==> config.mk <==
export PLATFORM = sky130hd
export DESIGN_NAME = my_tx
export DESIGN_NICKNAME = d
export VERILOG_FILES = /design/src/rtl/my_uart_pkg.sv /design/src/rtl/my_tx_fifo.sv /design/src/rtl/my_tx.sv
export SDC_FILE = /design/constraint.sdc
export NUM_CORES = 1
export LEC_CHECK = 0
export BUFFER_PORTS_ARGS = -buffer_cell sky130_fd_sc_hd__buf_2
export CORE_AREA = 2 2 63 80
export CTS_CLUSTER_DIAMETER = 50
export DETAILED_ROUTE_END_ITERATION = 10
export DIE_AREA = 0 0 65 82
export GPL_ROUTABILITY_DRIVEN = 0
export PLACE_DENSITY = 0.76
export SLEW_MARGIN = 20
export SYNTH_ARGS = -nofsm -noshare
export SYNTH_HDL_FRONTEND = slang
export SYNTH_SLANG_ARGS = --single-unit
export TNS_END_PERCENT = 1
==> constraint.sdc <==
create_clock -name CLKP4 -period 3.3 [get_ports CLKP4]
set_clock_uncertainty 0.2 [all_clocks]
set_input_delay 0.66 -clock CLKP4 [delete_from_list [all_inputs] [get_ports CLKP4]]
set_output_delay 0.66 -clock CLKP4 [all_outputs]
set_load 0.05 [all_outputs]
==> src/rtl/my_uart_pkg.sv <==
// Shared UART definitions for the host-link transmitter and receiver:
// frame FSM states, data width and frame-length helper.
package my_uart_pkg;

    localparam int UART_DATA_BITS = 8;

    typedef enum logic [2:0] {
        IDLE,
        START,
        DATA,
        PARITY,
        STOP
    } uart_state_t;

    // Clock cycles in one complete frame, start bit through last stop bit.
    function automatic int uart_frame_cycles(input int bit_clks, input int stop_bits,
                                             input bit parity_en);
        return (1 + UART_DATA_BITS + (parity_en ? 1 : 0) + stop_bits) * bit_clks;
    endfunction

endpackage

==> src/rtl/my_tx_fifo.sv <==
// Small synchronous byte FIFO in front of the UART transmitter.
// full/empty are registered from the next occupancy; over-full writes are dropped.
module my_tx_fifo
    import my_uart_pkg::*;
#(
    parameter int DEPTH = 4
) (
    input  logic                      clk,
    input  logic                      rst,
    input  logic                      push,
    input  logic                      pop,
    input  logic [UART_DATA_BITS-1:0] wdata,
    output logic [UART_DATA_BITS-1:0] rdata,
    output logic                      full,
    output logic                      empty
);

    localparam int AW = $clog2(DEPTH);

    logic [UART_DATA_BITS-1:0] mem [DEPTH];
    logic [AW-1:0]             wr_ptr;
    logic [AW-1:0]             rd_ptr;
    logic [AW:0]               count;
    logic [AW:0]               count_next;
    logic                      do_push;
    logic                      do_pop;

    assign do_push = push && !full;
    assign do_pop  = pop && !empty;
    assign rdata   = mem[rd_ptr];

    always_comb begin
        count_next = count;
        case ({do_push, do_pop})
            2'b10:   count_next = count + (AW+1)'(1);
            2'b01:   count_next = count - (AW+1)'(1);
            default: count_next = count;
        endcase
    end

    always_ff @(posedge clk) begin
        if (do_push) begin
            mem[wr_ptr] <= wdata;
        end
    end

    // Pointers wrap naturally at DEPTH because DEPTH is a power of two.
    always_ff @(posedge clk) begin
        if (rst) begin
            wr_ptr <= '0;
            rd_ptr <= '0;
            count  <= '0;
            full   <= 1'b0;
            empty  <= 1'b1;
        end else begin
            if (do_push) begin
                wr_ptr <= wr_ptr + AW'(1);
            end
            if (do_pop) begin
                rd_ptr <= rd_ptr + AW'(1);
            end
            count <= count_next;
            full  <= (count_next == (AW+1)'(DEPTH));
            empty <= (count_next == '0);
        end
    end

endmodule

==> src/rtl/my_tx.sv <==
// Byte-serial UART transmitter on the 4x bit-rate clock, with a small input FIFO.
// Define MY_TX_PARITY_EN to insert an even-parity bit after D7.
module my_tx
    import my_uart_pkg::*;
#(
    parameter int BIT_CLKS   = 4,
    parameter int STOP_BITS  = 2,
    parameter int FIFO_DEPTH = 4
) (
    input  logic                      CLKP4,
    input  logic                      RST,
    input  logic                      EN,
    input  logic [UART_DATA_BITS-1:0] DataIn,
    input  logic                      DataValid,
    output logic                      Full,
    output logic                      Busy,
    output logic                      Tx
);

    localparam int PW = $clog2(BIT_CLKS);

    uart_state_t               state;
    uart_state_t               state_next;
    logic [PW-1:0]             phase;
    logic [3:0]                bit_idx;
    logic [UART_DATA_BITS-1:0] shift;
    logic [UART_DATA_BITS-1:0] fifo_head;
    logic                      fifo_empty;
    logic                      pop;
    logic                      bit_end;
    logic                      last_data;
    logic                      stop_end;
    logic                      tx_next;
    logic                      busy_next;
`ifdef MY_TX_PARITY_EN
    logic                      par;
`endif

    assign bit_end   = (phase == PW'(BIT_CLKS - 1));
    assign last_data = bit_end && (bit_idx == 4'(UART_DATA_BITS - 1));
    assign stop_end  = bit_end && (bit_idx == 4'(STOP_BITS - 1));
    assign pop       = (state_next == START) && ((state == IDLE) || (state == STOP));

    my_tx_fifo #(
        .DEPTH(FIFO_DEPTH)
    ) u_fifo (
        .clk  (CLKP4),
        .rst  (RST),
        .push (DataValid),
        .pop  (pop),
        .wdata(DataIn),
        .rdata(fifo_head),
        .full (Full),
        .empty(fifo_empty)
    );

    always_ff @(posedge CLKP4) begin
        if (RST) begin
            state <= IDLE;
        end else begin
            state <= state_next;
        end
    end

    // Dropping EN aborts any frame immediately; STOP chains straight into the next START.
    always_comb begin
        state_next = state;
        if (state != IDLE && !EN) begin
            state_next = IDLE;
        end else begin
            case (state)
                IDLE:   if (EN && !fifo_empty) state_next = START;
                START:  if (bit_end) state_next = DATA;
`ifdef MY_TX_PARITY_EN
                DATA:   if (last_data) state_next = PARITY;
                PARITY: if (bit_end) state_next = STOP;
`else
                DATA:   if (last_data) state_next = STOP;
`endif
                STOP:   if (stop_end) state_next = fifo_empty ? IDLE : START;
                default: state_next = IDLE;
            endcase
        end
    end

    always_comb begin
        tx_next = 1'b1;
        case (state_next)
            START:   tx_next = 1'b0;
            DATA:    tx_next = (state == DATA && bit_end) ? shift[1] : shift[0];
`ifdef MY_TX_PARITY_EN
            PARITY:  tx_next = par;
`endif
            default: tx_next = 1'b1;
        endcase
        busy_next = (state_next != IDLE) || !fifo_empty;
    end

    // Bit timer and bit index restart on every state change, so each bit is exactly BIT_CLKS long.
    always_ff @(posedge CLKP4) begin
        if (RST) begin
            phase   <= '0;
            bit_idx <= '0;
            shift   <= '0;
            Tx      <= 1'b1;
            Busy    <= 1'b0;
`ifdef MY_TX_PARITY_EN
            par     <= 1'b0;
`endif
        end else begin
            Tx   <= tx_next;
            Busy <= busy_next;
            if (pop) begin
                shift <= fifo_head;
`ifdef MY_TX_PARITY_EN
                par   <= ^fifo_head;
`endif
            end else if (state == DATA && bit_end) begin
                shift <= shift >> 1;
            end
            if (state_next != state || state_next == IDLE) begin
                phase   <= '0;
                bit_idx <= '0;
            end else begin
                phase <= bit_end ? '0 : phase + PW'(1);
                if (bit_end) begin
                    bit_idx <= bit_idx + 4'd1;
                end
            end
        end
    end

endmodule

Yosys cells after proc, flatten, opt, wreduce, memory -nomap -nowiden
Memories as Yosys holds them, arrays and structs flattened. A register that Yosys moved wholly into a read port is not among the register bits.
Cells that the tools add are included.

operators by class
  $add $sub $neg = 6
  $mul = 0
  divide/modulo/power cells = 0
  order comparisons = 0
  eq/ne operators = 12
  shift-type cells = 0
  multiplexer cells = 16
  bitwise logic cells = 0
  reductions and logical operators = 22

operators by type and width
  kind                                              number
  2-to-1 mux 8 bit                                  2
  2-to-1 mux 3 bit                                  5
  case mux 3 bit (4 select lines)                   1
  logical NOT 3 bit                                 3
  logical AND 1 bit                                 8
  adder 2 x 1 -> 2 bit, second input constant       3
  == test 3 x 1 -> 1 bit, second input constant     2
  == test 3 x 2 -> 1 bit, second input constant     2
  == test 3 bit, second input constant              2
  case mux 3 bit (2 select lines)                   1
  nonzero test 3 bit                                2
  adder 4 x 1 -> 4 bit, second input constant       1
  == test 2 bit, second input constant              2
  == test 4 x 1 -> 1 bit, second input constant     1
  == test 4 x 3 -> 1 bit, second input constant     1
  2-to-1 mux 1 bit                                  4
  2-to-1 mux 2 bit                                  2
  adder 3 x 1 -> 3 bit, second input constant       1
  logical NOT 1 bit                                 3
  logical OR 1 bit                                  3
  inequality test 3 bit                             1
  OR reduction 3 bit                                1
  subtractor 3 x 1 -> 3 bit, second input constant  1
  == test 2 x 1 -> 1 bit, second input constant     1
  other kinds (3)                                   3

storage, ports and cells
  register bits after elaboration = 28
  latch bits = 0
  bits in writable memories = 32
  ROM bits = 0
  bits of input ports = 12
  output and inout bits = 3
  word-level logic and storage cells = 68
  memories = 1

memory list
  memory      depth  bits a word  rd ports  clocked after memory_dff  wr ports  line              text
  u_fifo.mem  4      8            1         1                         1         my_tx_fifo.sv:20  logic [UART_DATA_BITS-1:0] mem [DEPTH];

Longest topological paths before layout
Gate-level depths: netlist of run 1.

  depth in word-level cells = 11
  mapped depth = 12
  mapped depth without buffers = 12

By module
From an unflattened synthesis of run 1, not the netlist that was laid out.

unflattened totals
  cells, all modules = 209
  area, all modules = 2,732.6 µm²

by module, submodules not included
  module      instances  cells an instance  area an instance (µm²)  seq. area each (µm²)
  my_tx_fifo  1          100                1,694.1                 1,181.1
  my_tx       1          109                1,038.5                 380.4

Worst setup path after synthesis of run 1
OpenSTA, ideal clock, no wires.

  path type = register -> register
  start = reg bit_idx[0]
  end = reg u_fifo.empty
  library setup time = 70 ps
  arrival = 2,231 ps
  data required time = 3,030 ps
  slack = 799 ps
  cell stages (with the launch flop) = 10
  buffers on the path = 0
  clock period less this slack = 2,501 ps
  cell sequence = dfxtp_1 -> ha_1 -> nand4bb_4 -> a2111o_1 -> inv_2 -> ha_1 -> fa_1 -> nor2_1 -> a21oi_1 -> a21oi_1

between the ends
  word-level cells in the longest chain between the ends = 11
  elaborated cells between the ends (all ways) = 15
  classes of those cells = eq/ne (5); mux (5); reduce/logical (5)

RTL lines
  item                                                                     line                      text
  from (decl)                                                              my_tx.sv:25               logic [3:0] bit_idx;
  from (signal assigned)                                                   my_tx.sv:127              bit_idx <= bit_idx + 4'd1;
  == test 4 x 1 -> 1 bit / == test 4 x 3 -> 1 bit (equally long branches)  my_tx.sv:41, my_tx.sv:40
  logical AND 1 bit, on equally long branches                              my_tx.sv:41, my_tx.sv:40
  2-to-1 mux 3 bit, on equally long branches                               my_tx.sv:80, my_tx.sv:78
  case mux 3 bit (4 select lines) *                                        my_tx.sv:71               case (state)
  2-to-1 mux 3 bit *                                                       my_tx.sv:68               if (state != IDLE && !EN) begin
  == test 3 x 1 -> 1 bit *                                                 my_tx.sv:42               assign pop = (state_next == START) && ((state == IDLE) || (state == STOP));
  logical AND 1 bit *                                                      my_tx.sv:42
  logical AND 1 bit *                                                      my_tx_fifo.sv:29          assign do_pop = pop && !empty;
  == test 2 x 1 -> 1 bit / == test 2 bit (equally long branches)           my_tx_fifo.sv:34          case ({do_push, do_pop})
  case mux 3 bit (2 select lines) *                                        my_tx_fifo.sv:34
  logical NOT 3 bit *                                                      my_tx_fifo.sv:64          empty <= (count_next == '0);
  to (signal assigned)                                                     my_tx_fifo.sv:64
  to (decl)                                                                my_tx_fifo.sv:15          output logic empty

Mark *: on every way between the ends. The rest lies on a longest branch, timed or not.
A chain may end at the register's enable or synchronous reset.

Worst setup path after layout of run 1
  start = reg bit_idx[0]
  end = reg u_fifo.full

between the ends
  word-level cells in the longest chain between the ends = 11
  elaborated cells between the ends (all ways) = 15
  classes of those cells = eq/ne (6); mux (5); reduce/logical (4)

RTL lines
  item                                                                     line                      text
  == test 4 x 1 -> 1 bit / == test 4 x 3 -> 1 bit (equally long branches)  my_tx.sv:41, my_tx.sv:40
  logical AND 1 bit, on equally long branches                              my_tx.sv:41, my_tx.sv:40
  2-to-1 mux 3 bit, on equally long branches                               my_tx.sv:80, my_tx.sv:78
  case mux 3 bit (4 select lines) *                                        my_tx.sv:71
  2-to-1 mux 3 bit *                                                       my_tx.sv:68
  == test 3 x 1 -> 1 bit *                                                 my_tx.sv:42
  logical AND 1 bit *                                                      my_tx.sv:42
  logical AND 1 bit *                                                      my_tx_fifo.sv:29
  == test 2 x 1 -> 1 bit / == test 2 bit (equally long branches)           my_tx_fifo.sv:34
  case mux 3 bit (2 select lines) *                                        my_tx_fifo.sv:34
  == test 3 bit *                                                          my_tx_fifo.sv:63          full <= (count_next == (AW+1)'(DEPTH));
  to (signal assigned)                                                     my_tx_fifo.sv:63
  to (decl)                                                                my_tx_fifo.sv:14          output logic full,

Marks and branches as above.

==> results.py, run 1 <==
metrics = {
    "detailed_routing": {
        "drt-initial-drc-count": 44,
        "num_vias": 1530,
        "drtPass1Iterations": 5,
        "post_drt_wl_per_cell_um": 15.8,
        "viasPerCell": 5.43,
        "drc": 0,
        "antenna_left": 0,
        "wl_um": 4440,
    },
    "sta": {
        "grt_setup_unrepaired": "no",
        "finalMaxSlewViolations": 0,
        "fin_crit_sh_pct": 80.0,
        "fin_setup_tns_ns": 0,
        "hold_viol": 0,
        "finalCriticalPeriod_ns": 2.64,
        "worst_pin_slew_ns": 0.525,
        "max-slew-margin-rel_pct": 64.9,
        "clock.fmax_mhz": 379,
        "finalSetupViolCount": 0,
    },
    "worst_setup_path": {
        "r2r_cells": 9,
        "worstPathMaxFanout": 6,
        "critPathKind": "register to register",
        "cpPeakStageDelay_ns": 0.46,
        "r2r_slack_ns": 0.66,
        "crit_path_frequent_cell": "ha_1",
        "critPathLaunchType": "register",
        "path_buf_inv": 1,
        "cpLargestDelayFamily": "adder cells",
        "required_ns": 3.35,
        "cp_cell_sequence": "ha_1 > nand4bb_4 > a2111o_1 > inv_2 > ha_1 > fa_1 > nor2_1 > a21oi_1 > nor3_1",
        "cp.arrival_ns": 2.69,
        "slowest_stage": "a2111o_1",
        "r2r-end": "u_fifo.full$_SDFF_PP0_",
        "crit-reg2reg-launch": "bit_idx[0]$_SDFFE_PP0P_",
        "critPathCaptureType": "register",
    },
    "die": {
        "coreArea_um2": 4590,
        "die_h_um": 82,
        "io_pins": 15,
        "initial_core_util_pct": 57.6,
        "design.die.area_um2": 5330,
        "rows": 28,
        "dieWidth_um": 65,
    },
    "synthesis": {
        "ys_top_cells_by_area": "edfxtp_1 36%, dfxtp_1 23%, mux4_2 6.8%",
        "synthesis.area_um2": 2640,
        "seq_area_frac_synth_pct": 59.1,
        "synth_area_leader_cell": "edfxtp_1",
        "synthArstFlopShare_pct": 0,
        "syn_inst": 199,
        "synthFlopType": "edfxtp_1",
        "syn_nets": 220,
        "yosysMostFrequentCell": "edfxtp_1",
        "synth_area_per_cell_um2": 13.3,
        "synth-seq-cells": 62,
        "netlist.area_leader.share_pct": 36.4,
        "synth_edf_count": 32,
        "synth_common_cells": "32 x edfxtp_1, 30 x dfxtp_1, 26 x nor2_1",
        "synth.distinct_cells": 41,
        "yosysWarnings": 0,
    },
    "clock_network": {
        "cts.clk_slew.worst_paths_ns": 0.07,
        "cts_tree": "done",
        "worstSkewPairLatency_ns": 0.33,
        "numClockSinks": 62,
        "postCtsSetupRepairBufs": 0,
        "cts_made_buffers": 9,
        "h-tree-depth": 3,
        "post_cts_resize_count": 0,
        "ctsHoldBuffers": 0,
        "cts_buffer_depth": 2,
        "cts_root_buf": "clkbuf_8",
    },
    "power_and_ir_drop": {
        "switchingPower_mw": 0.562,
        "power.leakage_nw": 1.03,
        "p_seq_share_pct": 49.7,
        "finalPower_mw": 1.99,
        "power_density_nw_per_um2": 676,
        "comb_power_share_pct": 19.2,
        "peakVddDrop_v": 0.000427,
        "p_sw_share_pct": 28.2,
        "power_frac_clock_pct": 31.2,
        "p_int_mw": 1.43,
    },
    "global_routing": {
        "grt_pass1_wl_um": 7330,
        "gr-total-overflow": 0,
        "antenna_found_initial": 0,
        "grt_max_degree": 23,
        "grt_pass1_vias": 1597,
        "grt_use_total_pct": 19.2,
    },
    "hold_path": {
        "hold_path_end": "phase[0]$_SDFF_PP0_",
        "hold_depth": 1,
        "worstHoldPathType": "register to register",
        "hp-start": "phase[0]$_SDFF_PP0_",
    },
    "finish": {
        "fill_cells": 340,
        "nets": 238,
        "syn2layout_area_growth_pct": 11.4,
        "drive_gt1_share_pct": 23.0,
        "diodes": 0,
    },
    "placed_design": {
        "port_buffers": 14,
        "hpwl_um": 3130,
    },
    "job": {
        "drv_cap": 0,
    },
    "outcome": {
        "status": "finished clean",
    },
}
==> how the worst max path moves through the flow <==
stage | cells after the start | start | to | slack, ns
floorplan | 9 | bit_idx[0]$_SDFFE_PP0P_ | u_fifo.empty$_SDFF_PP1_ | 0.80
global placement | 10 | DataValid | u_fifo.empty$_SDFF_PP1_ | 0.67
detailed placement | 10 | DataValid | u_fifo.empty$_SDFF_PP1_ | 0.54
CTS | 9 | bit_idx[0]$_SDFFE_PP0P_ | u_fifo.full$_SDFF_PP0_ | 0.65
global route | 9 | bit_idx[0]$_SDFFE_PP0P_ | u_fifo.full$_SDFF_PP0_ | 0.44
finish | 9 | bit_idx[0]$_SDFFE_PP0P_ | u_fifo.full$_SDFF_PP0_ | 0.66
==> cell families (layout without fill, tap and decap cells) <==
group | Yosys count | after routing | synth area share (%)
AO/OA/AOI/OAI | 27 | 27 | 8.52
XOR/XNOR | 9 | 9 | 2.98
adder cells (fa/ha/maj) | 9 | 9 | 4.55
buffers and inverters | 18 | 41 | 2.79
flip-flops | 62 | 62 | 59.1
multiplexers | 14 | 14 | 9.09
AND/OR/NAND/NOR | 60 | 60 | 13.0
==> sequential cells by signal, summed over array words and instances (netlist names), named ones only <==
name	flops
Busy	1
u_fifo.empty	1
Tx	1
u_fifo.count	3
u_fifo.full	1
u_fifo.rd_ptr	2
u_fifo.wr_ptr	2
phase	2
state	3
shift	8
u_fifo.mem	32
bit_idx	4
==> per-layer routing <==
layer  share of wire (%)  track usage (%)  up-vias
met1                  40             20.1      739
met2                  55             34.4       28
li1                    -                -      756
met5                   0                0        -
met4                 2.1             13.6        0
met3                 2.5             3.84        7
==> cell usage in the layout (no fill, tap or decap), types with 3 or more instances in the layout <==
master    Yosys  layout
mux4_2        8       8
edfxtp_1     32      32
inv_1         8       8
ha_1          8       8
a211oi_2      7       7
mux2i_1       6       6
buf_2         5      14
nor2b_1       3       3
and2_1        6       6
a211o_1       3       3
xor2_1        4       4
clkinv_2      0       4
dfxtp_1      30      30
nor3_1        4       4
a21oi_1       8       8
nand2_1       6       6
xnor2_1       5       5
clkbuf_8      0       9
nor2_1       26      26
==> stage by stage <==
stage	hold WS (ns)	cell area, um^2	worst slack (ns)	std cells	util [%]
6_report	0.230	2940	0.659	282	64.1
5_1_grt	0.237	2940	0.438	282	64.1
4_1_cts	0.232	2940	0.649	282	64.1
3_5_place_dp	0.223	2760	0.538	266	60.2
3_3_place_gp	0.215	2760	0.672	266	60.2
2_1_floorplan	0.204	2640	0.799	199	-
==> final cells by class <==
cell class | count | area [um^2] | area share [%]
well taps | 60 | 75.1 | 2.55
multi-input cells | 119 | 1010 | 34.2
clock inverters | 5 | 50.0 | 1.70
inverters | 9 | 33.8 | 1.15
repair buffers | 16 | 85.1 | 2.89
clock buffers | 11 | 131 | 4.46
flip-flops and latches | 62 | 1560 | 53.0
==> power by group through the flow <==
stage               logic [mW]  clock network, mW  registers [mW]
floorplan                0.291                  0            1.00
global placement         0.357                  0           0.997
detailed placement       0.381                  0            1.01
CTS                      0.384              0.632           0.990
global route             0.421              0.661            1.00
finish                   0.382              0.620           0.989
Note: power is estimated with default switching activity, not from simulation.
==> run 2, diff against run 1 <==
Settings changed: ABC_AREA set to 1, PLACE_DENSITY 0.76 to 0.77.
Clock period 3.3 ns to 2.7 ns, I/O delays scaled along.
==> results.py, run 2 <==
metrics = {
    "sta": {
        "fin_setup_tns_ns": 0,
        "grt_setup_unrepaired": "no",
        "hold_viol": 0,
        "fin_crit_sh_pct": 90.0,
        "finalMaxSlewViolations": 0,
        "finalSetupViolCount": 0,
        "clock.fmax_mhz": 411,
        "whs_ns": 0.219,
        "max-slew-margin-rel_pct": 69.9,
        "worst_pin_slew_ns": 0.452,
        "finalCriticalPeriod_ns": 2.43,
        "worst_slack_ns": 0.269,
    },
    "synthesis": {
        "syn_nets": 298,
        "synth_edf_count": 32,
        "synthFlopType": "edfxtp_1",
        "synth_area_leader_cell": "edfxtp_1",
        "synthesis.area_um2": 2670,
        "synthArstFlopShare_pct": 0,
        "synth_common_cells": "46 x nand2_1, 43 x nor2_1, 32 x edfxtp_1",
        "netlist.area_leader.share_pct": 36.0,
        "yosysMostFrequentCell": "nand2_1",
        "seq_area_frac_synth_pct": 58.4,
        "ys_top_cells_by_area": "edfxtp_1 36%, dfxtp_1 22%, nand2_1 6.5%",
        "synth.distinct_cells": 31,
        "synth-seq-cells": 62,
        "syn_inst": 277,
        "synth_area_per_cell_um2": 9.65,
        "yosysWarnings": 0,
    },
    "detailed_routing": {
        "antenna_left": 0,
        "drt-initial-drc-count": 106,
        "met1_length_um": 2000,
        "post_drt_wl_per_cell_um": 12.3,
        "drc": 0,
        "dr_wl_met3_um": 141,
        "wl_met2_um": 2330,
        "num_vias": 1879,
        "viasPerCell": 5.08,
        "top_layer": "met4",
        "drtPass1Iterations": 5,
        "wl_um": 4550,
    },
    "finish": {
        "final_common_cell": "nand2_1",
        "fin_cells": 370,
        "top_register": "u_fifo.mem",
        "nets": 326,
        "largestRegisters": "u_fifo.mem x32, shift x8, bit_idx x4",
        "largest_register_ffs": 32,
        "syn2layout_area_growth_pct": 14.7,
        "diodes": 0,
        "layout_common_cells": "46 x nand2_1, 43 x nor2_1, 32 x edfxtp_1",
        "fin_util_pct": 66.8,
        "drive_gt1_share_pct": 20.0,
        "final_area_um2": 3070,
    },
    "placed_design": {
        "dpl_cell_area_um2": 2850,
        "hpwl_um": 3230,
        "port_buffers": 14,
        "pre_cts_ws_ns": 0.152,
        "dp_cells": 354,
    },
    "worst_setup_path": {
        "critPathCapture": "u_fifo.empty$_SDFF_PP1_",
        "worstPathMaxFanout": 6,
        "critPathLaunchType": "register",
        "r2r_cells": 14,
        "cp.arrival_ns": 2.50,
        "r2r-end": "u_fifo.empty$_SDFF_PP1_",
        "startpoint": "phase[0]$_SDFF_PP0_",
        "r2r_slack_ns": 0.27,
        "required_ns": 2.77,
        "critPathKind": "register to register",
        "critPathCaptureType": "register",
        "crit-reg2reg-launch": "phase[0]$_SDFF_PP0_",
    },
    "clock_network": {
        "h-tree-depth": 3,
        "numClockSinks": 62,
        "postCtsSetupRepairBufs": 0,
        "cts.clk_slew.worst_paths_ns": 0.07,
        "worstSkewPairLatency_ns": 0.33,
        "cts_root_buf": "clkbuf_8",
        "cts_made_buffers": 9,
        "cts_tree": "done",
        "cts_buffer_depth": 2,
        "ctsHoldBuffers": 0,
        "post_cts_resize_count": 0,
    },
    "global_routing": {
        "grt_pass1_vias": 1714,
        "grt_use_total_pct": 18.8,
        "grt_max_degree": 18,
        "gr-total-overflow": 0,
        "grt_pass1_wl_um": 7360,
        "antenna_found_initial": 0,
    },
    "power_and_ir_drop": {
        "power.leakage_nw": 1.24,
        "power_density_nw_per_um2": 868,
        "finalPower_mw": 2.66,
        "peakVddDrop_v": 0.000508,
    },
    "die": {
        "initial_core_util_pct": 58.2,
        "dieWidth_um": 65,
        "rows": 28,
        "coreArea_um2": 4590,
        "design.die.area_um2": 5330,
        "die_h_um": 82,
        "io_pins": 15,
    },
    "outcome": {
        "status": "finished clean",
    },
    "hold_path": {
        "worstHoldPathType": "primary input to register",
    },
    "job": {
        "drv_cap": 0,
    },
}
run 2: cell types whose count changed after synthesis, sizes merged, moves of 5 or more:
cell / before / now
a211oi: 7 / 0
and2: 6 / 0
o22ai: 1 / 8
nor2: 26 / 49
o21ai: 2 / 28
nand2: 6 / 50
inv: 9 / 27
nand3: 2 / 7
mux4: 8 / 0
run 2: power breakdown:
| group | switching, mW | internal, mW | leakage (nW) |
|---|---|---|---|
| clock | 0.343 | 0.417 | 0.0863 |
| combinational | 0.428 | 0.253 | 0.611 |
| sequential | 0.0798 | 1.14 | 0.540 |
run 2: worst min path at each step:
stage / start / to / slack, ns / depth (start not counted)
floorplan: phase[0]$_SDFF_PP0_ / phase[0]$_SDFF_PP0_ / 0.20 / 1
global placement: phase[0]$_SDFF_PP0_ / phase[0]$_SDFF_PP0_ / 0.20 / 1
detailed placement: phase[0]$_SDFF_PP0_ / phase[0]$_SDFF_PP0_ / 0.21 / 1
CTS: DataIn[5] / u_fifo.mem[1][5]$_DFFE_PP_ / 0.20 / 1
global route: DataIn[2] / u_fifo.mem[0][2]$_DFFE_PP_ / 0.21 / 1
finish: DataIn[2] / u_fifo.mem[0][2]$_DFFE_PP_ / 0.22 / 1
run 2: logic make-up (layout without fill, tap and decap cells):
logic type	Yosys count	after routing	share of synthesized area (%)
adders and majority gates	9	9	4.49
AOI/OAI and AO/OA	51	51	10.1
and+or+nand+nor	113	113	19.1
muxes	2	2	0.749
DFF	62	62	58.4
buffers and inverters	35	68	5.48
xor gates and xnor gates	5	5	1.64
run 2: routing by layer:
metal / up-vias / track usage (%)
li1: 988 / -
met5: - / 0
met3: 8 / 6.44
met1: 854 / 21.2
met2: 29 / 32.3
met4: 0 / 8.30
run 2: area by class of cell:
type	instances	area, um^2
tap	60	75.1
multi-input combinational	180	990
clock buffer	9	124
fill	375	1520
sequential	62	1560
clock inverter	7	65.1
inverter	29	111
timing repair buffer	23	138
run 2: worst max-delay path, cell delays in order, from the launching register on:
cell and delay (ns):
dfxtp_1 0.38, ha_4 0.18, nand2_1 0.05, inv_1 0.06, nand3_1 0.08, inv_1 0.06
nand2_1 0.06, nand2_2 0.09, nand3_4 0.07, inv_2 0.07, ha_2 0.21, fa_2 0.45
mux2i_2 0.18, nand2_1 0.09, o21ai_0 0.14
